`config.mk`:
```
export PLATFORM = sky130hd
export DESIGN_NAME = rr_demux_sched_flat
export DESIGN_NICKNAME = d
export VERILOG_FILES = /design/src/rtl/rr_demux_sched_if.sv /design/src/rtl/rr_demux_sched.sv /design/src/flat_wrapper.sv
export SDC_FILE = /design/constraint.sdc
export NUM_CORES = 1
export LEC_CHECK = 0
export BUFFER_PORTS_ARGS = -buffer_cell sky130_fd_sc_hd__clkbuf_2
export CORE_ASPECT_RATIO = 0.9
export CORE_UTILIZATION = 45
export DETAILED_ROUTE_END_ITERATION = 12
export HOLD_SLACK_MARGIN = 0.12
export PLACE_DENSITY = 0.76
export SLEW_MARGIN = 20
export SYNTH_ARGS = -nofsm -noshare
export SYNTH_HDL_FRONTEND = slang
export SYNTH_SLANG_ARGS = --single-unit
```
`constraint.sdc`:
```
create_clock -name clk -period 3.25 [get_ports clk]
set_input_delay 0.1625 -clock clk [delete_from_list [all_inputs] [get_ports clk]]
set_output_delay 0.1625 -clock clk [all_outputs]
set_load 0.005 [all_outputs]
```
`src/rtl/rr_demux_sched_if.sv`:
```
// rtl/rr_demux_sched_if.sv - request/grant bundle between requesters and the round-robin demux scheduler
interface rr_demux_sched_if #(
  parameter int BURST_W = 4
);
  logic [7:0]         req;
  logic [BURST_W-1:0] burst_len;
  logic [2:0]         sel;
  logic               in;
  logic               busy;
  logic               grant_done;

  modport master (
    output req, burst_len,
    input  sel, in, busy, grant_done
  );

  modport slave (
    input  req, burst_len,
    output sel, in, busy, grant_done
  );
endinterface

```
`src/rtl/rr_demux_sched.sv`:
```
// rtl/rr_demux_sched.sv - round-robin scheduler driving the select and data input of a 1-to-8 demux
module rr_demux_sched #(
  parameter int BURST_W = 4
) (
  input  logic              clk,
  input  logic              rst,
  rr_demux_sched_if.slave   bus
);
  typedef enum logic [1:0] {IDLE, GRANT, GAP} state_t;

  state_t             state_q, state_d;
  logic [2:0]         last_q, last_d;
  logic [2:0]         sel_q, sel_d;
  logic [BURST_W-1:0] cnt_q, cnt_d;
  logic               in_q, in_d;
  logic               busy_q, busy_d;
  logic               done_q, done_d;

  logic               found;
  logic [2:0]         winner;
  logic [2:0]         idx;

  // Search starts just above the last served channel so it ends up with lowest priority.
  always_comb begin
    found  = 1'b0;
    winner = 3'd0;
    idx    = 3'd0;
    for (int i = 1; i <= 8; i++) begin
      idx = last_q + 3'(i);
      if (!found && bus.req[idx]) begin
        found  = 1'b1;
        winner = idx;
      end
    end
  end

  always_comb begin
    state_d = state_q;
    last_d  = last_q;
    sel_d   = sel_q;
    cnt_d   = cnt_q;
    case (state_q)
      GRANT: begin
        if (cnt_q == BURST_W'(1) || !bus.req[sel_q]) begin
          state_d = GAP;
          last_d  = sel_q;
        end else begin
          cnt_d = cnt_q - BURST_W'(1);
        end
      end
      default: begin
        // last was already updated on entry to GAP, so GAP arbitrates against the just-finished channel.
        if (found) begin
          state_d = GRANT;
          sel_d   = winner;
          cnt_d   = (bus.burst_len == '0) ? BURST_W'(1) : bus.burst_len;
        end else begin
          state_d = IDLE;
        end
      end
    endcase
    in_d   = (state_d == GRANT);
    busy_d = (state_d == GRANT);
    done_d = (state_d == GAP);
  end

  always_ff @(posedge clk) begin
    if (rst) begin
      state_q <= IDLE;
      last_q  <= 3'd7;
      sel_q   <= 3'd0;
      cnt_q   <= '0;
      in_q    <= 1'b0;
      busy_q  <= 1'b0;
      done_q  <= 1'b0;
    end else begin
      state_q <= state_d;
      last_q  <= last_d;
      sel_q   <= sel_d;
      cnt_q   <= cnt_d;
      in_q    <= in_d;
      busy_q  <= busy_d;
      done_q  <= done_d;
    end
  end

  assign bus.sel        = sel_q;
  assign bus.in         = in_q;
  assign bus.busy       = busy_q;
  assign bus.grant_done = done_q;
endmodule

```
`src/flat_wrapper.sv`:
```
// flat-port wrapper written by rule: the top's interface ports become plain ports
module rr_demux_sched_flat 
#(
  parameter int BURST_W = 4
)
  (clk, rst, bus_req, bus_burst_len, bus_sel, bus_in, bus_busy, bus_grant_done);
  rr_demux_sched_if #(.BURST_W(BURST_W)) bus_i ();
  input  logic clk;
  input  logic rst;
  input wire logic [$bits(bus_i.req)-1:0] bus_req;
  input wire logic [$bits(bus_i.burst_len)-1:0] bus_burst_len;
  output wire logic [$bits(bus_i.sel)-1:0] bus_sel;
  output wire logic [$bits(bus_i.in)-1:0] bus_in;
  output wire logic [$bits(bus_i.busy)-1:0] bus_busy;
  output wire logic [$bits(bus_i.grant_done)-1:0] bus_grant_done;
  assign bus_i.req = bus_req;
  assign bus_i.burst_len = bus_burst_len;
  assign bus_sel = bus_i.sel;
  assign bus_in = bus_i.in;
  assign bus_busy = bus_i.busy;
  assign bus_grant_done = bus_i.grant_done;
  rr_demux_sched #(.BURST_W(BURST_W)) u_core (.clk(clk), .rst(rst), .bus(bus_i));
endmodule
```
==> impl_results.md, run 1 <==
* Met3 Usage GRT at 3.35%
* DR WL/cell at 16.8 microns
* Hold path depth at 3
* M1 GR Usage at between 20 and 30%
* Critical Path, Cell by Cell: inv_1, ha_1, mux4_2, mux2_4, nand2b_4, o41ai_4, a211oi_1, a211oi_2
* Final #Nets at a little under 200
* Period utilisation layout at about 92%
* Startpoint Class: register
* Routed wire length at roughly 3700 microns
* Placed cells at between 200 and 250
* Area delta synth->final at 10.8%
* Static Leak at around 0.72 nW
* Fin area at 1720 sq um
* R2R setup slack at 260 ps
* Maximum VDD drop at 0.531 mV
* CP endpoint kind: register
* Port bufs at 19
* Hold_ws at 184 ps
* Distinct cell type count after synthesis at 55
* RSZ-0062 raised after global routing: false
* Placer Congestion at 0.928
* R2R depth at 8
* Global Route met2 Usage at between 30 and 40%
* Die width at 64.0 microns
* Max-slew violation count at 0
* Vias at between 1000 and 1500
* Post-synth EDFFs at 0
* Synth async-reset ratio at 0%
* Initial Utilization at a little under 50%
* Arr. time, crit path at approximately 3200 ps
* CP max-delay cell: mux4_2
* Post-Route Utilization at roughly 54%
* Die footprint at 3700 sq um
* Critical path class: register to register
* Initial antenna violation count at 0
* Synth Warn # at 0
* Ant. Diodes at 0
* Vias in the first global route at 1295
* Final cell count without fillers at 217
* Root Driver: clkbuf_8
* Worst Path Required at 3420 ps
* DR pass1 iterations at 4
* Least-Margin Pin Slew at 776 ps
* Hold Vio Cnt, Final at 0
* Num CTS Buffers at 3
* Tot Pwr at 1.81 mW
* Reg-to-Reg Start: u_core.last_q[0]
* Setup TNS at 0 ps
* Slew margin rel. at 47.9%
* Status: complete, no violations
* Post-synth top cells: 14 x dfxtp_1, 12 x mux4_2, 12 x nand2_1, 12 x nor2_1, 11 x inv_1
* Worst path max stage delay at roughly 630 ps
* Ports at 20
* Cell Area, Placed at approximately 1700 sq um
* Crit path max fanout at 9
* DR vias/cell at around 6.4
* Skew final at about 3.7 ps
* First-pass GRT wire length at 6030 microns
* Min-Delay Path Class: primary input to register
* Pre-CTS WS at between 200 and 300 ps
* Num rows at 19
* Most frequent cell after synthesis: dfxtp_1
* Fmax at approximately 330 MHz
* Clk pin slew, worst setup/hold paths at around 60 ps
* Cell taking the most area after synthesis: dfxtp_1
* #FFs+latches synth at 14
* Post-synthesis cell count at 158
* Setup ws final at between 200 and 300 ps
* DRC at 0
* Post-CTS setup buffer count at 0
* H-tree levels at 1
* Layout cells sized above 1 at 29.1%
* WHS Endpoint: u_core.cnt_q[3]
* Top Usage Layer GRT: met2
* Drt initial violations at 81
* Post-DP HPWL at 2790 microns
* GRT Util Overall at a little over a fifth
* CTS max path bufs at 2
* Hold path startpoint: bus_burst_len[3]
* Clock Latency Late Sink at between 200 and 300 ps
* Detail Route Antenna Nets at 0
* Total global routing overflow at 0
* Seq/Total Area, Yosys at between 15 and 20%
* Syn_area_per_cell at about 9.8 sq um
* Die Height at ~58 microns
* CTS sink cnt at 14
* Power Density at between 1000 and 1500 nW/um^2
* Synth top area cells: dfxtp_1 18%, mux4_2 17%, mux2i_1 4.5%
* CTS Hold Buffers Added at 0
* Layout fillers at 263
* Syn_nets at 176
* CTS tree: yes
* Largest net degree at the start of global routing at 16
* Max Cap Violations at 0
* # setup viols final at 0
* Synth top area share at between 15 and 20%
* Reg-to-Reg End: u_core.cnt_q[1]
* Resized Gates After CTS at 0
* Fin crit period at roughly 3000 ps
* Post-Syn Area at between 1500 and 2000 sq um
* Prevailing post-synth register cell: dfxtp_1
* Core area at ~3200 sq um
-- where the power goes --
part	internal [mW]	total (mW)	switching, mW
Combinational	0.603	1.33	0.728
Clock	0.107	0.169	0.0621
Sequential	0.233	0.305	0.0715
Total	0.944	1.81	0.862
-- sequential cells by signal, summed over array words and instances (netlist names) --
name	flops
u_core.cnt_q	4
u_core.bus.grant_done	1
u_core.bus.sel	3
u_core.bus.in	1
u_core.last_q	3
u_core.state_q	2
-- layout make-up --
class | instances | area (sq um) | share of cell area, %
flip-flops and latches | 14 | 280 | 16.3
repair buffers | 22 | 118 | 6.83
clock buffers | 4 | 55.1 | 3.20
inverters | 11 | 41.3 | 2.40
well taps | 42 | 52.6 | 3.05
multi-input cells | 124 | 1180 | 68.3
-- per-layer routing --
metal  vias up  wire (microns)
met5         -               0
met4         0              40
met3         6             225
met2        68            1790
met1       682            1590
li1        643               -
-- worst max-delay path, delay by kind of cell, from the launching register on --
| family | cells | cell delay, ps |
|---|---|---|
| AO/OA/AOI/OAI | 3 | 890 |
| adder cells (fa/ha/maj) | 1 | 480 |
| buffers and inverters | 1 | 60 |
| flip-flops | 1 | 330 |
| multiplexers | 2 | 960 |
| AND/OR/NAND/NOR | 1 | 180 |
-- layout by cell type, fill, tap and decap left out, drive strengths merged, types with 2 or more instances in the layout --
cell type   n
o221ai      2
dfxtp      14
ha          4
a211oi      3
or3         2
nor3        3
nor2b       3
mux4       14
a21oi       5
a31oi       2
and2        2
inv        11
o21ai      10
nor2       12
nand2b      4
o211ai      2
nor3b       2
clkbuf     23
nand2      12
mux2i      12
a221oi      2
buf         3
nand3       3
o31ai       2
xor2        3
a22oi       2
-- how the worst max path moves through the flow --
stage	startpoint	end	depth (start not counted)	slack [ps]
after floorplan	u_core.last_q[1]	u_core.cnt_q[1]	11	180
after global placement	u_core.last_q[0]	u_core.cnt_q[1]	8	410
after detailed placement	u_core.last_q[0]	u_core.cnt_q[1]	8	290
after CTS	u_core.last_q[0]	u_core.cnt_q[1]	8	270
after global routing	u_core.last_q[1]	u_core.cnt_q[1]	8	90
final	u_core.last_q[0]	u_core.cnt_q[1]	8	260
-- logic make-up after synthesis --
family | Yosys count | share of synthesized area [%]
and+or+nand+nor | 48 | 16.9
AOI/OAI and AO/OA | 41 | 20.4
muxes | 27 | 32.3
buffers and inverters | 20 | 6.36
DFF | 14 | 18.0
xor gates and xnor gates | 4 | 2.74
adders and majority gates | 4 | 3.22
Note: power is estimated with default switching activity, not from simulation.
==> run 2, diff against run 1 <==
- CELL_PAD_IN_SITES_DETAIL_PLACEMENT: not set -> 1
- CELL_PAD_IN_SITES_GLOBAL_PLACEMENT: not set -> 1
- CORE_UTILIZATION: 45 -> 41
- PLACE_DENSITY: 0.76 -> 0.86
==> impl_results.md, run 2 (synthesis gave the netlist of run 1 again) <==
* Status: complete, no violations
* R2R depth at 8 (unchanged)
* DRC at 0 (unchanged)
* Initial antenna violation count at 0 (unchanged)
* Ant. Diodes at 0 (unchanged)
* First-pass GRT wire length at 7030 microns (+17%)
* Arr. time, crit path at 3150 ps (-20 ps)
* Vias at 1413 (+1.0%)
* GRT Util Overall at 23.4% (+2.5 points)
* CTS max path bufs at 2 (unchanged)
* Max Cap Violations at 0 (unchanged)
* Detail Route Antenna Nets at 0 (unchanged)
* DR vias/cell at 6.45 (about the same)
* Die Height at 60.4 microns (+4.6%)
* WHS Endpoint: u_core.cnt_q[3]
* Total global routing overflow at 0 (unchanged)
* Fmax at 330 MHz (-1.1%)
* Fin crit period at 3030 ps (+32.6 ps)
* Port bufs at 19 (unchanged)
* Min-Delay Path Class: primary input to register
* Max-slew violation count at 0 (unchanged)
* Core area at 3500 sq um (+11%)
* Post-DP HPWL at 3270 microns (+17%)
* Max reg flops at 4 (unchanged)
* RSZ-0062 raised after global routing: false
* Num rows at 20 (+1)
* Layout fillers at 418 (+59%)
* Clk pin slew, worst setup/hold paths at 60 ps (about the same)
* CTS tree: yes
* Resized Gates After CTS at 0 (unchanged)
* Most frequent cells in the layout: 19 x clkbuf_2, 14 x dfxtp_1, 12 x mux4_2, 12 x nand2_1, 12 x nor2_1
* Least-Margin Pin Slew at 920 ps (+144 ps)
* Hold path startpoint: bus_burst_len[3]
* Vias in the first global route at 1407 (+8.6%)
* Startpoint Class: register
* R2R setup slack at 220 ps (-30 ps)
* Root Driver: clkbuf_8
* Routed wire length at 4420 microns (+21%)
* Critical path class: register to register
* Largest register by flop count: u_core.cnt_q
* Clock Latency Late Sink at 250 ps (about the same)
* DR pass1 iterations at 4 (unchanged)
* DR WL/cell at 20.2 microns (+20%)
* CP endpoint kind: register
* Post-CTS setup buffer count at 0 (unchanged)
* Drt initial violations at 42 (-48%)
* Crit path max fanout at 15 (+6)
* Worst Path Required at 3370 ps (-50 ps)
* H-tree levels at 1 (unchanged)
* Power Density at 1070 nW/um^2 (+2.0%)
* Slew margin rel. at 38.2% (-9.7 points)
* Setup TNS at 0 ps (unchanged)
* Die footprint at 4040 sq um (+9.4%)
* Ports at 20 (unchanged)
* Placer Congestion at 0.874 (-5.8%)
* Post-Route Utilization at 49.3% (-5.2 points)
* # setup viols final at 0 (unchanged)
* Reg-to-Reg Start: u_core.last_q[1]
* Maximum VDD drop at 0.430 mV (-19%)
* Layout cells sized above 1 at 29.1% (unchanged)
* Static Leak at 0.725 nW (unchanged)
* Num CTS Buffers at 3 (unchanged)
* Tot Pwr at 1.85 mW (+2.2%)
* CTS sink cnt at 14 (unchanged)
* Die width at 66.9 microns (+4.6%)
* Hold Vio Cnt, Final at 0 (unchanged)
* Commonest non-fill, non-tap cell in the layout: clkbuf_2
* Fin area at 1730 sq um (+0.15%)
* Area delta synth->final at 10.9%
* Cell Area, Placed at 1670 sq um (+0.15%)
* Skew final at 3.91 ps (+0.195 ps)
* Largest net degree at the start of global routing at 16 (unchanged)
* Reg-to-Reg End: u_core.cnt_q[2]
* Initial Utilization at 44.4% (-4.8 points)
* Final #Nets at 194 (unchanged)
* Hold path depth at 3 (unchanged)
* Period utilisation layout at 93.1% (+1.0 points)
* CTS Hold Buffers Added at 0 (unchanged)
==> run 2: cell counts in the layout (fill, tap and decap cells not counted) <==
No cell type changed its count.
==> run 2: where the power goes <==
| part | leakage, nW | internal [mW] | total [mW] | switching (mW) |
|---|---|---|---|---|
| logic | 0.580 | 0.603 | 1.36 | 0.756 |
| registers | 0.116 | 0.233 | 0.314 | 0.0811 |
| clock network | 0.0288 | 0.107 | 0.172 | 0.0649 |
==> run 2: cell type report <==
class                   count  area, sq um  share of cell area, %
well taps                  44         55.1                   3.19
multi-input cells         124         1180                   68.2
repair buffers             22          118                   6.82
clock buffers               4         55.1                   3.19
flip-flops and latches     14          280                   16.2
inverters                  11         41.3                   2.39
==> run 2: worst max-delay path by stage <==
stage	start	end	cells after the start
CTS	u_core.last_q[1]	u_core.cnt_q[1]	8
global route	u_core.last_q[1]	u_core.cnt_q[2]	8
floorplan	u_core.last_q[1]	u_core.cnt_q[1]	11
global placement	u_core.last_q[0]	u_core.cnt_q[1]	8
detailed placement	u_core.last_q[1]	u_core.cnt_q[1]	8
finish	u_core.last_q[1]	u_core.cnt_q[2]	8
==> run 2: per-stage QoR <==
| stage | setup slack [ps] | hold slack [ps] | instances |
|---|---|---|---|
| 6_report | 223 | 182 | 219 |
| 2_1_floorplan | 178 | 302 | 158 |
| 4_1_cts | 247 | 180 | 219 |
| 3_3_place_gp | 397 | 444 | 215 |
| 5_1_grt | 73.0 | 201 | 219 |
| 3_5_place_dp | 297 | 442 | 215 |
==> run 2: layer usage <==
metal	vias to the layer above	GRT usage (%)	share of wire, %
met5	-	0	0
met4	0	3.04	0.50
met3	4	3.57	5.0
met2	59	41.7	51
met1	704	31.0	44
li1	646	-	-
==> run 2: critical path: stages (launching register included) <==
cell and delay (ps):
dfxtp_1 340, buf_4 260, ha_1 260, xor2_1 510
mux2i_4 420, nand4_4 190, o41ai_4 620, or2_1 200
a21oi_1 80
==> run 3, diff against run 2 <==
- CORE_UTILIZATION: 41 -> 38
- PLACE_DENSITY: 0.86 -> 0.81
==> impl_results.md, run 3 (synthesis gave the netlist of run 1 again) <==
* Power Density at 1070 nW/um^2 (-0.35%)
* Fmax at 326 MHz (-1.5%)
* Post-CTS setup buffer count at 0 (unchanged)
* Commonest non-fill, non-tap cell in the layout: clkbuf_2
* Arr. time, crit path at 3240 ps (+90 ps)
* Psw at 0.899 mW (-0.27%)
* Max reg flops at 4 (unchanged)
* Skew final at 5.88 ps (+1.97 ps)
* CTS tree: yes
* Combinational power share at 74.2% (+0.6 points)
* R2R depth at 8 (unchanged)
* DR WL/cell at 19.4 microns (-3.8%)
* Vias at 1383 (-2.1%)
* Setup TNS at 0 ps (unchanged)
* Hold Vio Cnt, Final at 0 (unchanged)
* Period utilisation layout at 94.5% (+1.4 points)
* CTS max path bufs at 2 (unchanged)
* RSZ-0062 raised after global routing: false
* Post-DP HPWL at 3330 microns (+2.1%)
* Num CTS Buffers at 3 (unchanged)
* Startpoint Class: register
* Ant. Diodes at 0 (unchanged)
* Setup ws final at 178 ps (-45.0 ps)
* Initial antenna violation count at 0 (unchanged)
* Largest register by flop count: u_core.cnt_q
* Slew margin rel. at 46.8% (+8.6 points)
* Worst Path Required at 3420 ps (+50 ps)
* GRT Util Overall at 22.1% (-1.4 points)
* Drt initial violations at 54 (+29%)
* Reg power frac at 16.6% (-0.4 points)
* Largest net degree at the start of global routing at 16 (unchanged)
* CTS Hold Buffers Added at 0 (unchanged)
* First-pass GRT wire length at 7650 microns (+8.8%)
* Hold path depth at 3 (unchanged)
* Area delta synth->final at 11.6%
* Most frequent cells in the layout: 19 x clkbuf_2, 14 x dfxtp_1, 12 x mux4_2, 12 x nand2_1, 12 x nor2_1
* Clk pin slew, worst setup/hold paths at 60 ps (about the same)
* Vias in the first global route at 1519 (+8.0%)
* CP endpoint kind: register
* Placer Congestion at 0.838 (-4.2%)
* Routed wire length at 4310 microns (-2.4%)
* Max-slew violation count at 0 (unchanged)
* Root Driver: clkbuf_8
* Resized Gates After CTS at 0 (unchanged)
* Least-Margin Pin Slew at 792 ps (-128 ps)
* Sw Ratio at 48.6% (-0.25 points)
* Ports at 20 (unchanged)
* Total global routing overflow at 0 (unchanged)
* CTS sink cnt at 14 (unchanged)
* DRC at 0 (unchanged)
* Core area at 3810 sq um (+8.7%)
* Share of total power in the clock network at 9.2% (about the same)
* Num rows at 21 (+5.0%)
* Pre-CTS WS at 222 ps (-75.2 ps)
* Die Height at 62.7 microns (+3.7%)
* Final #Nets at 195 (+0.52%)
* Initial Utilization at 40.8% (-3.6 points)
* Die width at 69.4 microns (+3.8%)
* Static Leak at 0.729 nW (+0.60%)
* Max Cap Violations at 0 (unchanged)
* Layout cells sized above 1 at 29.5% (+0.40 points)
* Status: complete, no violations
* Maximum VDD drop at 0.341 mV (-21%)
* Cell internal pwr at 0.950 mW (+0.71%)
* # setup viols final at 0 (unchanged)
* H-tree levels at 1 (unchanged)
* Critical path class: register to register
* Clock Latency Late Sink at 250 ps (about the same)
* Fin crit period at 3070 ps (+45.0 ps)
* DR pass1 iterations at 4 (unchanged)
* Detail Route Antenna Nets at 0 (unchanged)
* Die footprint at 4350 sq um (+7.6%)
* Port bufs at 19 (unchanged)
* Hold_ws at 194 ps (+12.2 ps)
* Crit path max fanout at 15 (unchanged)
* DR vias/cell at 6.23 (-3.4%)
* Min-Delay Path Class: primary input to register
==> run 3: layer usage <==
layer / share of wire, % / track usage, %
met1: 46 / 29.1
met2: 50 / 38.1
met3: 3.0 / 4.03
met4: 1.1 / 3.83
met5: 0 / 0
==> run 3: layout make-up <==
class	count	area (sq um)
clock buffers	4	55.1
fillers	423	2070
inverters	11	41.3
multi-input cells	124	1180
flip-flops and latches	14	280
well taps	46	57.6
repair buffers	23	125
==> run 3: through the flow <==
step	total power [mW]	util [%]	cell area, sq um	std cells
finish	1.85	45.6	1740	222
global route	1.99	45.6	1740	222
CTS	1.85	45.6	1740	222
detailed placement	1.66	44.1	1680	218
global placement	1.58	44.1	1680	218
floorplan	1.38	-	1560	158
==> run 3: final timing paths <==
check / end / start / slack (ps)
worst max-delay path: u_core.cnt_q[1] / u_core.last_q[1] / 180
worst min register to register: u_core.cnt_q[2] / u_core.cnt_q[2] / 560
worst min-delay path: u_core.cnt_q[3] / bus_burst_len[3] / 190
worst max register to register: u_core.cnt_q[1] / u_core.last_q[1] / 180
==> run 3: power by group through the flow <==
stage	clock network [mW]	logic [mW]	registers, mW
final	0.171	1.37	0.307
after global routing	0.185	1.49	0.316
after CTS	0.175	1.36	0.307
after detailed placement	0	1.36	0.308
after global placement	0	1.28	0.300
after floorplan	0	1.11	0.275
==> run 3: worst max-delay path, cell delays in order, from the launching register on <==
cell	delay (ps)
dfxtp_1	320
buf_4	260
ha_1	260
xor2_1	530
mux2i_4	420
nand4_4	200
o41ai_4	650
a211oi_1	120
a211oi_2	230
